==> src/rtl/d_edge_capture.sv <==
// ============================================================================
// Module   : d_edge_capture
// Summary  : Glitch-filtered edge detector with a valid/ready event register,
//            saturating event counter and sticky overflow flag.
// Revision : 1.0
// ============================================================================
`default_nettype none

module d_edge_capture #(
    parameter int STABLE_CYCLES = 4,
    parameter int CNT_W         = 8
) (
    input  logic             clk,
    input  logic             rst_n,
    input  logic             D_i,
    input  logic             ev_ready,
    input  logic             ovf_clr,
    output logic             level_o,
    output logic             ev_valid,
    output logic             ev_rise,
    output logic [CNT_W-1:0] ev_count,
    output logic             overflow
);

    localparam int QW = $clog2(STABLE_CYCLES + 1);
    localparam logic [QW-1:0] c_STABLE = QW'(STABLE_CYCLES);
    localparam logic [QW-1:0] c_ONE    = QW'(1);

    typedef enum logic [1:0] {
        STB_LOW  = 2'd0,
        QUAL_HI  = 2'd1,
        STB_HIGH = 2'd2,
        QUAL_LO  = 2'd3
    } state_t;

    state_t        r_state, w_state_nxt;
    logic [QW-1:0] r_cnt,   w_cnt_nxt;
    logic          w_commit;
    logic          w_commit_rise;
    logic          w_xfer;
    logic          w_drop;

    always_ff @(posedge clk or negedge rst_n) begin
        if (!rst_n) begin
            r_state <= STB_LOW;
            r_cnt   <= '0;
        end else begin
            r_state <= w_state_nxt;
            r_cnt   <= w_cnt_nxt;
        end
    end

    // Commit on the sample that completes STABLE_CYCLES identical samples.
    always_comb begin
        w_state_nxt   = r_state;
        w_cnt_nxt     = r_cnt;
        w_commit      = 1'b0;
        w_commit_rise = 1'b0;
        case (r_state)
            STB_LOW: begin
                if (D_i) begin
                    if (STABLE_CYCLES == 1) begin
                        w_commit      = 1'b1;
                        w_commit_rise = 1'b1;
                        w_state_nxt   = STB_HIGH;
                        w_cnt_nxt     = '0;
                    end else begin
                        w_state_nxt = QUAL_HI;
                        w_cnt_nxt   = c_ONE;
                    end
                end
            end
            QUAL_HI: begin
                if (!D_i) begin
                    w_state_nxt = STB_LOW;
                    w_cnt_nxt   = '0;
                end else if (r_cnt + c_ONE == c_STABLE) begin
                    w_commit      = 1'b1;
                    w_commit_rise = 1'b1;
                    w_state_nxt   = STB_HIGH;
                    w_cnt_nxt     = '0;
                end else begin
                    w_cnt_nxt = r_cnt + c_ONE;
                end
            end
            STB_HIGH: begin
                if (!D_i) begin
                    if (STABLE_CYCLES == 1) begin
                        w_commit    = 1'b1;
                        w_state_nxt = STB_LOW;
                        w_cnt_nxt   = '0;
                    end else begin
                        w_state_nxt = QUAL_LO;
                        w_cnt_nxt   = c_ONE;
                    end
                end
            end
            QUAL_LO: begin
                if (D_i) begin
                    w_state_nxt = STB_HIGH;
                    w_cnt_nxt   = '0;
                end else if (r_cnt + c_ONE == c_STABLE) begin
                    w_commit    = 1'b1;
                    w_state_nxt = STB_LOW;
                    w_cnt_nxt   = '0;
                end else begin
                    w_cnt_nxt = r_cnt + c_ONE;
                end
            end
            default: begin
                w_state_nxt = STB_LOW;
                w_cnt_nxt   = '0;
            end
        endcase
    end

    assign w_xfer = ev_valid & ev_ready;
    assign w_drop = w_commit & ev_valid & ~ev_ready;

    always_ff @(posedge clk or negedge rst_n) begin
        if (!rst_n) begin
            level_o  <= 1'b0;
            ev_valid <= 1'b0;
            ev_rise  <= 1'b0;
            ev_count <= '0;
            overflow <= 1'b0;
        end else begin
            if (w_commit) begin
                level_o <= ~level_o;
                if (ev_count != {CNT_W{1'b1}}) begin
                    ev_count <= ev_count + 1'b1;
                end
            end
            // A transfer frees the slot in the same cycle a new event may load.
            if (w_commit && (!ev_valid || w_xfer)) begin
                ev_valid <= 1'b1;
                ev_rise  <= w_commit_rise;
            end else if (w_xfer) begin
                ev_valid <= 1'b0;
            end
            if (w_drop) begin
                overflow <= 1'b1;
            end else if (ovf_clr) begin
                overflow <= 1'b0;
            end
        end
    end

endmodule

`default_nettype wire

==> config.mk <==
export PLATFORM = sky130hd
export DESIGN_NAME = d_edge_capture
export DESIGN_NICKNAME = d
export VERILOG_FILES = /design/src/rtl/d_edge_capture.sv
export SDC_FILE = /design/constraint.sdc
export NUM_CORES = 1
export LEC_CHECK = 0
export BUFFER_PORTS_ARGS = -buffer_cell sky130_fd_sc_hd__buf_4
export CAP_MARGIN = 30
export CORE_UTILIZATION = 52
export DETAILED_ROUTE_END_ITERATION = 10
export GPL_ROUTABILITY_DRIVEN = 0
export PLACE_DENSITY = 0.79
export SLEW_MARGIN = 20
export SYNTH_ARGS = -nofsm -noshare
export SYNTH_HDL_FRONTEND = slang
export SYNTH_SLANG_ARGS = --single-unit
==> constraint.sdc <==
create_clock -name clk -period 2.7 [get_ports clk]
set_clock_uncertainty 0.2 [all_clocks]
set_input_delay 0.27 -clock clk [delete_from_list [all_inputs] [get_ports clk]]
set_output_delay 0.27 -clock clk [all_outputs]
set_load 0.02 [all_outputs]
**Yosys cells after proc, flatten, opt, wreduce, memory -nomap -nowiden**

Index checks and enable logic that the tools add are counted.

- Word-level logic and storage cells: 54
- Output and inout bits: 12
- Memory bits (writable): 0
- Latch bits: 0
- Register bits after elaboration: 17
- Memories: 0
- ROM bits: 0
- Input bits: 5

- Multiplexer cells: 22
- Shift-type cells: 0
- Bitwise gates (word level): 5
- Reduce and logical (&&, ||, !) cells: 9
- Divide/modulo/power cells: 0
- Equal/unequal tests: 9
- Multipliers: 0
- $lt $le $gt $ge: 0
- $add $sub $neg: 2

Operator list:

| operator | number |
|---|---|
| $mux 3 | 5 |
| $mux 2 | 6 |
| $pmux 3 s4 | 1 |
| $add 8x1->8 const B | 1 |
| $mux 1 | 8 |
| $ne 8x8->1 const B | 1 |
| $pmux 2 s4 | 1 |
| $ne 3x3->1 const B | 2 |
| $eq 2x2->1 const B | 2 |
| $ne 2x2->1 const B | 2 |
| $reduce_and 2->1 | 2 |
| $reduce_and 4->1 | 1 |
| $reduce_bool 2->1 | 2 |
| $add 3x1->3 const B | 1 |
| $and 1x1->1 | 3 |
| $eq 3x3->1 const B | 1 |
| $eq 2x1->1 const B | 1 |
| $logic_not 2->1 | 1 |
| $not 1->1 | 2 |
| $pmux 1 s2 | 1 |
| $logic_and 1x1->1 | 1 |
| $logic_not 1->1 | 1 |
| $logic_or 1x1->1 | 1 |

**Longest topological paths before layout**

Gate-level depths: netlist of run 1.

- Word-level depth: 8
- Depth in mapped cells: 5

**Least setup slack after synthesis of run 1**

OpenSTA, ideal clock, no wires.

- Path kind: flip-flop to flip-flop
- Start point: reg r_cnt[0]
- End point: reg ev_count[7]
- Clock period less this slack: 2.004 ns
- Path buffers: 0
- Setup time: 0.125 ns
- Path slack: 0.696 ns
- Cell stages (with the launch flop): 6
- Arrival time: 1.679 ns
- Path through: dfrtp_1 > ha_1 > xor2_2 > nand4b_4 > nor3_1 > mux2_2

- Word-level cells in the longest chain between the ends: 6

RTL lines:

| element | RTL line | source |
|---|---|---|
| start, declared | 37 | `logic [QW-1:0] r_cnt, w_cnt_nxt;` |
| start signal, assigned | 49 | `r_cnt <= w_cnt_nxt;` |
| $add 3x1->3 (*) | 77, 102 |  |
| $eq 3x3->1 (*) | 77, 102 |  |
| $mux 1 (*) | 77, 102 |  |
| $mux 1 (on tied branches) | 99, 74 |  |
| $pmux 1 s2 (*) | 59 | `case (r_state)` |
| $reduce_and 2->1 (no line) (*) | -- |  |
| end signal, assigned | 131 | `ev_count <= ev_count + 1'b1;` |
| end, declared | 21 | `output logic [CNT_W-1:0] ev_count,` |

Every way passes the cells marked *; elsewhere a longest branch is shown, timed or not.
A chain may end at the register's enable or synchronous reset.

**Final worst setup path of run 1**

Same ends and word-level chain as after synthesis.

==> impl_metrics.env, run 1 <==
export IMPL_period_needed_ns=2.10
export IMPL_ir_drop_uv=476
export IMPL_cts_setup_buffers=0
export IMPL_die_w_um=42.2
export IMPL_tightest_slew_ns=0.327
export IMPL_nets=101
export IMPL_power_density_nw_per_um2=635
export IMPL_dp_cells=102
export IMPL_start_util=0.559
export IMPL_setup_tns_ns=0
export IMPL_final_cells=108
export IMPL_synth_compound_area_frac=0.0520
export IMPL_fillCellCount=115
export IMPL_cts_buffers_inserted=3
export IMPL_cts_hold_buf=2
export IMPL_rr_startpoint="r_cnt[0]$_DFFE_PN0P_"
export IMPL_wl_per_cell_um=13.3
export IMPL_hold_path_class="input pin to register"
export IMPL_num_rows=14
export IMPL_synth_area_mux_share=0.0624
export IMPL_syn_nets=79
export IMPL_port_buffers=16
export IMPL_drive_gt1_frac=0.283
export IMPL_yosysSeqAreaShare=0.505
export IMPL_vias=567
export IMPL_core_region_area_um2=1510
export IMPL_grt_pass1_vias=548
export IMPL_postSynthAreaPerCell_um2=11.9
export IMPL_yosys_warnings=0
export IMPL_period_share=0.776
export IMPL_p_sw_mw=0.217
export IMPL_synthCells=71
export IMPL_hold_slack_ns=0.0602
export IMPL_relSlewSlack=0.781
export IMPL_pin_count=17
export IMPL_reg2reg_to="ev_count[7]$_DFFE_PN0P_"
export IMPL_htreeDepth=1
export IMPL_firstDrtPassIters=5
export IMPL_hold_path_depth=3
export IMPL_final_util=0.680
export IMPL_layout_common_cells="dfrtp_1 (17), buf_4 (16), nand2_1 (6), xor2_1 (5), inv_1 (5)"
export IMPL_cts_sinks=17
export IMPL_rsz0062_at_grt="no"
export IMPL_syn_cell_area_um2=842
export IMPL_drt_iter0_drc=17
export IMPL_cp_end_kind="register"
export IMPL_grt_pass1_wl_um=2470
export IMPL_p_int_mw=0.433
export IMPL_path_clk_slew_ns=0.09
export IMPL_wl_um=1430
export IMPL_r2r_cells=5
export IMPL_clock_power_share=0.209
export IMPL_finalSetupViolations=0
export IMPL_p_seq_frac=0.538
export IMPL_synth_fa_ha_area_frac=0.0446
export IMPL_grt_max_degree=18
export IMPL_synth_seq_cells=17
export IMPL_critPathMaxFanout=10
export IMPL_overflow=0
export IMPL_cellLeakagePower_nw=0.545
export IMPL_clkLatencyLatePin_ns=0.29
export IMPL_cts_tree="done"
export IMPL_arrival_ns=2.08
export IMPL_hold_viol=0
export IMPL_ff2ff_setup_slack_ns=0.60
export IMPL_outcome="complete, no violations"
export IMPL_fmax_mhz=477
export IMPL_antenna_left=0
export IMPL_startpoint_type="register"
export IMPL_clockRootBuffer="clkbuf_4"
export IMPL_synth_top_family_by_area="simple AND/OR/NAND/NOR gates"
export IMPL_grt_usage=0.193
export IMPL_vias_per_cell=5.25
export IMPL_antenna_found_initial=0
export IMPL_drc=0
export IMPL_power_total_mw=0.650
export IMPL_die_h_um=42.2
export IMPL_diodes=0
export IMPL_drv_cap=0
export IMPL_yosysUniqueCellTypes=28
export IMPL_clk_path_buf_depth=2
export IMPL_power_switching_fraction=0.334
export IMPL_synthXorXnorAreaFrac=0.101
export IMPL_dp_hpwl_um=1050
export IMPL_crit_start="r_cnt[0]$_DFFE_PN0P_"
export IMPL_required_ns=2.69
export IMPL_maxSlewViolCount=0
export IMPL_cts_resized_gates=0
export IMPL_power_frac_comb=0.253
export IMPL_area_growth_pct=21.7
export IMPL_mostFrequentLayoutCell="dfrtp_1"
export IMPL_endpoint="ev_count[7]$_DFFE_PN0P_"
export IMPL_synth_simple_gate_area_frac=0.208
export IMPL_worstSetupPathType="register to register"
export IMPL_die_area_um2=1780
[metal layers]
layer,up-vias,wire length (um),track usage
li1,292,-,-
met1,252,693,0.263
met2,16,605,0.271
met3,7,71,0.0474
met4,0,63,0.131
met5,-,0,0
[power by group through the flow]
stage	combinational (mW)	sequential, mW	clock, mW
finish	0.165	0.350	0.136
detailed placement	0.164	0.356	0
floorplan	0.127	0.343	0
CTS	0.167	0.350	0.142
global placement	0.157	0.351	0
global route	0.184	0.356	0.153
[cells in the mapped netlist (all sizes together)]
master	number	area, um2
dfrtp	17	425
nand2	6	22.5
xor2	6	60.1
inv	5	18.8
nand3	4	20.0
ha	3	37.5
mux2i	3	30.0
nor3	3	15.0
mux2	2	22.5
nand3b	2	15.0
nand4	2	12.5
nor2	2	7.51
o21ai	2	10.0
xnor2	2	25.0
a21oi	1	5.00
a31oi	1	6.26
and2b	1	7.51
and4	1	8.76
clkbuf	1	3.75
nand2b	1	6.26
nand4b	1	23.8
nor4	1	12.5
nor4b	1	23.8
o22ai	1	6.26
o311ai	1	8.76
o31ai	1	7.51
[how the worst min path moves through the flow]
stage	startpoint	end
global route	D_i	register
global placement	rst_n	r_state[0]$_DFFE_PN0P_
CTS	D_i	register
finish	D_i	register
floorplan	rst_n	asynchronous set/reset pin
detailed placement	rst_n	r_state[0]$_DFFE_PN0P_
[state kept, by name (all words and copies together) (netlist names), named ones only]
signal,flops
ev_rise,1
ev_valid,1
overflow,1
ev_count,8
level_o,1
r_state,1
r_cnt,3
[critical path, cell delays in order (launching register included)]
cell      delay, ns
dfrtp_1        0.42
ha_1           0.24
xor2_2         0.29
nand4b_4       0.24
nor3_1         0.25
mux2_2         0.35
[through the flow]
step	worst slack (ns)	cell area, um2
after floorplan	0.696	842
after global placement	0.634	978
after detailed placement	0.614	978
after CTS	0.572	1020
after global routing	0.487	1020
final	0.604	1020
[cell type report]
type,count,area (um2),area share
Clock buffer,4,26.3,0.0256
Sequential cell,17,425,0.415
Timing Repair Buffer,18,140,0.137
Multi-Input combinational cell,48,394,0.385
Tap cell,16,20.0,0.0195
Inverter,5,18.8,0.0183
[logic make-up (layout without fill, tap and decap cells)]
| family | count (synthesis) | after routing |
|---|---|---|
| flops | 17 | 17 |
| fa+ha+maj | 3 | 3 |
| simple gates | 25 | 25 |
| xor+xnor | 8 | 8 |
| mux | 5 | 5 |
| compound gates | 7 | 7 |
| buf+inv | 6 | 27 |
Note: power is estimated with default switching activity, not from simulation.
==> run 2, diff against run 1 <==
Settings changed: CORE_UTILIZATION 52 to 47, PLACE_DENSITY 0.79 to 0.76.
Clock period 2.7 ns to 1.9 ns, I/O delays scaled along.
==> run 2 against run 1 <==
Net effect: first-iteration DRC count fell by 65%; power grew 62%; utilization up 4.5 points; combinational power increased by 120%; final cell count up 18%; via count up 13%; fmax is 12% higher; wire length up 13%.
==> impl_metrics.env, run 2 (synthesis gave the netlist of run 1 again) <==
export IMPL_arrival_ns=1.86
export IMPL_cts_buffers_inserted=3
export IMPL_vias_per_cell=5.05
export IMPL_pin_count=17
export IMPL_clkLatencyLatePin_ns=0.29
export IMPL_power_density_nw_per_um2=912
export IMPL_critPathMaxFanout=8
export IMPL_grt_pass1_wl_um=2590
export IMPL_layout_common_cells="buf_4 (26), dfrtp_1 (17), nand2_1 (6), xor2_1 (5), inv_1 (5)"
export IMPL_fmax_mhz=533
export IMPL_die_h_um=44.3
export IMPL_clockRootBuffer="clkbuf_4"
export IMPL_multiInputGateArea_um2=429
export IMPL_overflow=0
export IMPL_maxSlewViolCount=0
export IMPL_period_needed_ns=1.88
export IMPL_drt_iter0_drc=6
export IMPL_largest_register_ffs=8
export IMPL_clk_path_buf_depth=2
export IMPL_rsz0062_at_grt="yes"
export IMPL_hold_path_class="input pin to register"
export IMPL_wl_um=1620
export IMPL_drv_cap=0
export IMPL_required_ns=1.88
export IMPL_port_buffers=16
export IMPL_grt_pass1_vias=599
export IMPL_tightest_slew_ns=0.291
export IMPL_die_area_um2=1960
export IMPL_path_clk_slew_ns=0.10
export IMPL_start_util=0.528
export IMPL_firstDrtPassIters=4
export IMPL_num_rows=14
export IMPL_die_w_um=44.3
export IMPL_period_share=0.988
export IMPL_mostFrequentLayoutCell="buf_4"
export IMPL_core_region_area_um2=1590
export IMPL_dp_hpwl_um=1140
export IMPL_cts_sinks=17
export IMPL_final_util=0.725
export IMPL_drive_gt1_frac=0.388
export IMPL_relSlewSlack=0.804
export IMPL_cellLeakagePower_nw=0.587
export IMPL_final_cells=127
export IMPL_drc=0
export IMPL_reg_top3="ev_count: 8 flops, r_cnt: 3 flops"
export IMPL_dp_cells=117
export IMPL_hold_viol=0
export IMPL_power_total_mw=1.05
export IMPL_hold_slack_ns=0.0271
export IMPL_fillCellCount=116
export IMPL_grt_usage=0.185
export IMPL_grt_max_degree=18
export IMPL_area_growth_pct=37.3
export IMPL_antenna_left=0
export IMPL_diodes=0
export IMPL_outcome="complete, no violations"
export IMPL_cts_tree="done"
export IMPL_cp_end_kind="register"
export IMPL_wl_per_cell_um=12.8
export IMPL_max_flop_register="ev_count"
export IMPL_ir_drop_uv=814
export IMPL_antenna_found_initial=0
export IMPL_worstSetupPathType="register to register"
export IMPL_startpoint_type="register"
export IMPL_vias=641
export IMPL_htreeDepth=1
export IMPL_nets=112
export IMPL_finalSetupViolations=0
export IMPL_seqCellArea_um2=425
## run 2: critical path, stage by stage, from the launching register on
cell and delay (ns):
dfrtp_1 0.45, ha_4 0.20, xor2_4 0.16, nand4b_4 0.20
nor3_2 0.24, mux2_4 0.31
## run 2: what timing repair did
item                       CTS  global route
pin swaps                    1             2
hold buffers                 3             0
hold endpoints to repair    19             0
buffers inserted             0             3
resized for setup            0             2
cloned                       0             0
setup endpoints to repair    2             4
## run 2: stage by stage
step | cell area, um2 | setup slack, ns | TNS (ns)
finish | 1160 | 0.0227 | 0
global route | 1160 | -0.0361 | -0.0786
CTS | 1120 | 0.000933 | 0
detailed placement | 1060 | 0.0118 | 0
global placement | 1060 | 0.0591 | 0
floorplan | 863 | 0.0279 | 0
## run 2: metal layers
layer	vias to the layer above	global-route usage	wire [um]
li1	314	-	-
met4	0	0.0909	9
met3	2	0.0245	55
met5	-	0	0
met2	16	0.291	784
met1	309	0.252	772
## run 2: power by group
group | internal (mW) | total (mW) | switching, mW
clock network | 0.0783 | 0.196 | 0.118
logic | 0.200 | 0.368 | 0.168
registers | 0.420 | 0.490 | 0.0700
## run 2: path summary, 6_finish.rpt
kind | start | endpoint | slack [ns] | cells after the start
worst max register to register | r_cnt[1]$_DFFE_PN0P_ | ev_count[7]$_DFFE_PN0P_ | 0.02 | 5
max in group asynchronous | rst_n | ev_count[0]$_DFFE_PN0P_ | 1.22 | 2
worst min register to register | level_o$_DFFE_PN0P_ | level_o$_DFFE_PN0P_ | 0.29 | 1
worst min-delay path | ev_ready | ev_valid$_DFFE_PN0P_ | 0.03 | 3
min in group asynchronous | rst_n | ev_rise$_DFFE_PN0P_ | 0.08 | 2
worst max-delay path | r_cnt[1]$_DFFE_PN0P_ | ev_count[7]$_DFFE_PN0P_ | 0.02 | 5
## run 2: area by class of cell
type,instances,share of cell area
multi-input cells,48,0.371
flip-flops and latches,17,0.368
repair buffers,29,0.195
well taps,24,0.0260
clock buffers,3,0.0195
inverters,5,0.0162
clock inverters,1,0.00433
==> run 3, diff against run 2 <==
Settings changed: HOLD_SLACK_MARGIN from default to 0.1.
==> run 3 against run 2 <==
Net effect: register-to-register slack barely moved; final cell count rose by 1.6%; clock power barely moved; sequential cell count did not move; design area rose by 1.7%; via count rose by 3.1%; combinational power rose by 1%; count of clock-buffer cells in the layout did not move; critical path depth did not move; wire length rose by 5.0%; critical path type unchanged.
==> impl_metrics.env, run 3 (synthesis gave the netlist of run 1 again) <==
export IMPL_outcome="complete, no violations"
export IMPL_dpl_worst_slack_ns=0.0118
export IMPL_pin_count=17
export IMPL_port_buffers=16
export IMPL_grt_max_degree=18
export IMPL_vias_per_cell=5.12
export IMPL_htreeDepth=1
export IMPL_die_h_um=44.3
export IMPL_area_growth_pct=39.7
export IMPL_finalSetupViolations=0
export IMPL_clkLatencyLatePin_ns=0.29
export IMPL_nets=114
export IMPL_fmax_mhz=535
export IMPL_die_area_um2=1960
export IMPL_mostFrequentLayoutCell="buf_4"
export IMPL_relSlewSlack=0.479
export IMPL_cp_top_family="flip-flops"
export IMPL_grt_usage=0.190
export IMPL_path_clk_slew_ns=0.10
export IMPL_r2r_cells=5
export IMPL_required_ns=1.88
export IMPL_cp_slowest_cell="dfrtp_1"
export IMPL_hold_path_depth=1
export IMPL_place_area_um2=1060
export IMPL_fin_area_um2=1180
export IMPL_overflow=0
export IMPL_wl_um=1700
export IMPL_power_density_nw_per_um2=901
export IMPL_cp_depth=5
export IMPL_cellLeakagePower_nw=0.595
export IMPL_crit_chain="ha_4 -> xor2_4 -> nand4b_4 -> nor3_2 -> mux2_4"
export IMPL_grt_pass1_wl_um=2660
export IMPL_period_needed_ns=1.87
export IMPL_arrival_ns=1.85
export IMPL_wl_per_cell_um=13.2
export IMPL_dp_hpwl_um=1140
export IMPL_rsz0062_at_grt="yes"
export IMPL_cts_tree="done"
export IMPL_die_w_um=44.3
export IMPL_max_flop_register="ev_count"
export IMPL_antenna_left=0
export IMPL_drc=0
export IMPL_layout_common_cells="buf_4 (26), dfrtp_1 (17), nand2_1 (6)"
export IMPL_largest_register_ffs=8
export IMPL_start_util=0.528
export IMPL_firstDrtPassIters=4
export IMPL_worstSetupPathType="register to register"
export IMPL_setup_tns_ns=0
export IMPL_drive_gt1_frac=0.381
export IMPL_hold_slack_ns=0.284
export IMPL_reg_top3="ev_count: 8 flops, r_cnt: 3 flops"
export IMPL_startpoint_type="register"
export IMPL_final_util=0.738
export IMPL_path_buf_inv=0
export IMPL_core_region_area_um2=1590
export IMPL_cp_end_kind="register"
export IMPL_antenna_found_initial=0
export IMPL_hold_path_class="register to register"
export IMPL_cts_sinks=17
export IMPL_hold_viol=0
export IMPL_fillCellCount=117
export IMPL_critPathMaxFanout=8
export IMPL_clk_path_buf_depth=2
export IMPL_ir_drop_uv=754
export IMPL_period_share=0.984
export IMPL_worst_slack_ns=0.0303
export IMPL_grt_pass1_vias=617
export IMPL_num_rows=14
export IMPL_slowest_delay_ns=0.45
export IMPL_ff2ff_setup_slack_ns=0.03
export IMPL_maxSlewViolCount=0
export IMPL_diodes=0
export IMPL_vias=661
export IMPL_drt_iter0_drc=6
export IMPL_clockRootBuffer="clkbuf_4"
export IMPL_cts_buffers_inserted=3
export IMPL_drv_cap=0
export IMPL_tightest_slew_ns=0.780
-- run 3: metrics by stage --
stage | std cells | power (mW)
floorplan | 71 | 0.683
finish | 129 | 1.06
CTS | 126 | 1.02
global placement | 117 | 0.796
global route | 129 | 1.11
detailed placement | 117 | 0.810
-- run 3: repair_timing --
action,4_1_cts,5_1_grt
setup endpoints to repair,2,4
endpoints found under the hold margin,21,0
setup buffers,0,3
pin swaps,1,2
gates resized for setup,0,2
hold buffers,5,0
-- run 3: per-layer routing --
| metal | track usage | up-vias | wire length, um | share of wire |
|---|---|---|---|---|
| met5 | 0 | - | 0 | 0 |
| met4 | 0.0909 | 0 | 25 | 0.015 |
| met3 | 0.0245 | 4 | 77 | 0.045 |
| met2 | 0.303 | 15 | 816 | 0.48 |
| met1 | 0.257 | 324 | 783 | 0.46 |
| li1 | - | 318 | - | - |
-- run 3: final cells by class --
class,count,area [um2],area share
Clock inverter,1,5.00,0.00426
Inverter,5,18.8,0.0160
Sequential cell,17,425,0.362
Multi-Input combinational cell,48,429,0.365
Tap cell,24,30.0,0.0255
Clock buffer,3,22.5,0.0191
Timing Repair Buffer,31,245,0.209
-- run 3: power by group --
group | switching, mW | internal (mW) | leakage [nW] | total (mW)
Combinational | 0.170 | 0.202 | 0.359 | 0.372
Sequential | 0.0705 | 0.420 | 0.218 | 0.490
Clock | 0.119 | 0.0783 | 0.0177 | 0.197
Total | 0.359 | 0.700 | 0.595 | 1.06
-- run 3: path summary, 6_finish.rpt --
check                                           to                 start
setup reg to reg           ev_count[7]$_DFFE_PN0P_  r_cnt[1]$_DFFE_PN0P_
hold / removal                 level_o$_DFFE_PN0P_   level_o$_DFFE_PN0P_
setup / recovery           ev_count[7]$_DFFE_PN0P_  r_cnt[1]$_DFFE_PN0P_
hold reg to reg                level_o$_DFFE_PN0P_   level_o$_DFFE_PN0P_
min in group asynchronous   r_state[0]$_DFFE_PN0P_                 rst_n
max in group asynchronous  ev_count[7]$_DFFE_PN0P_                 rst_n
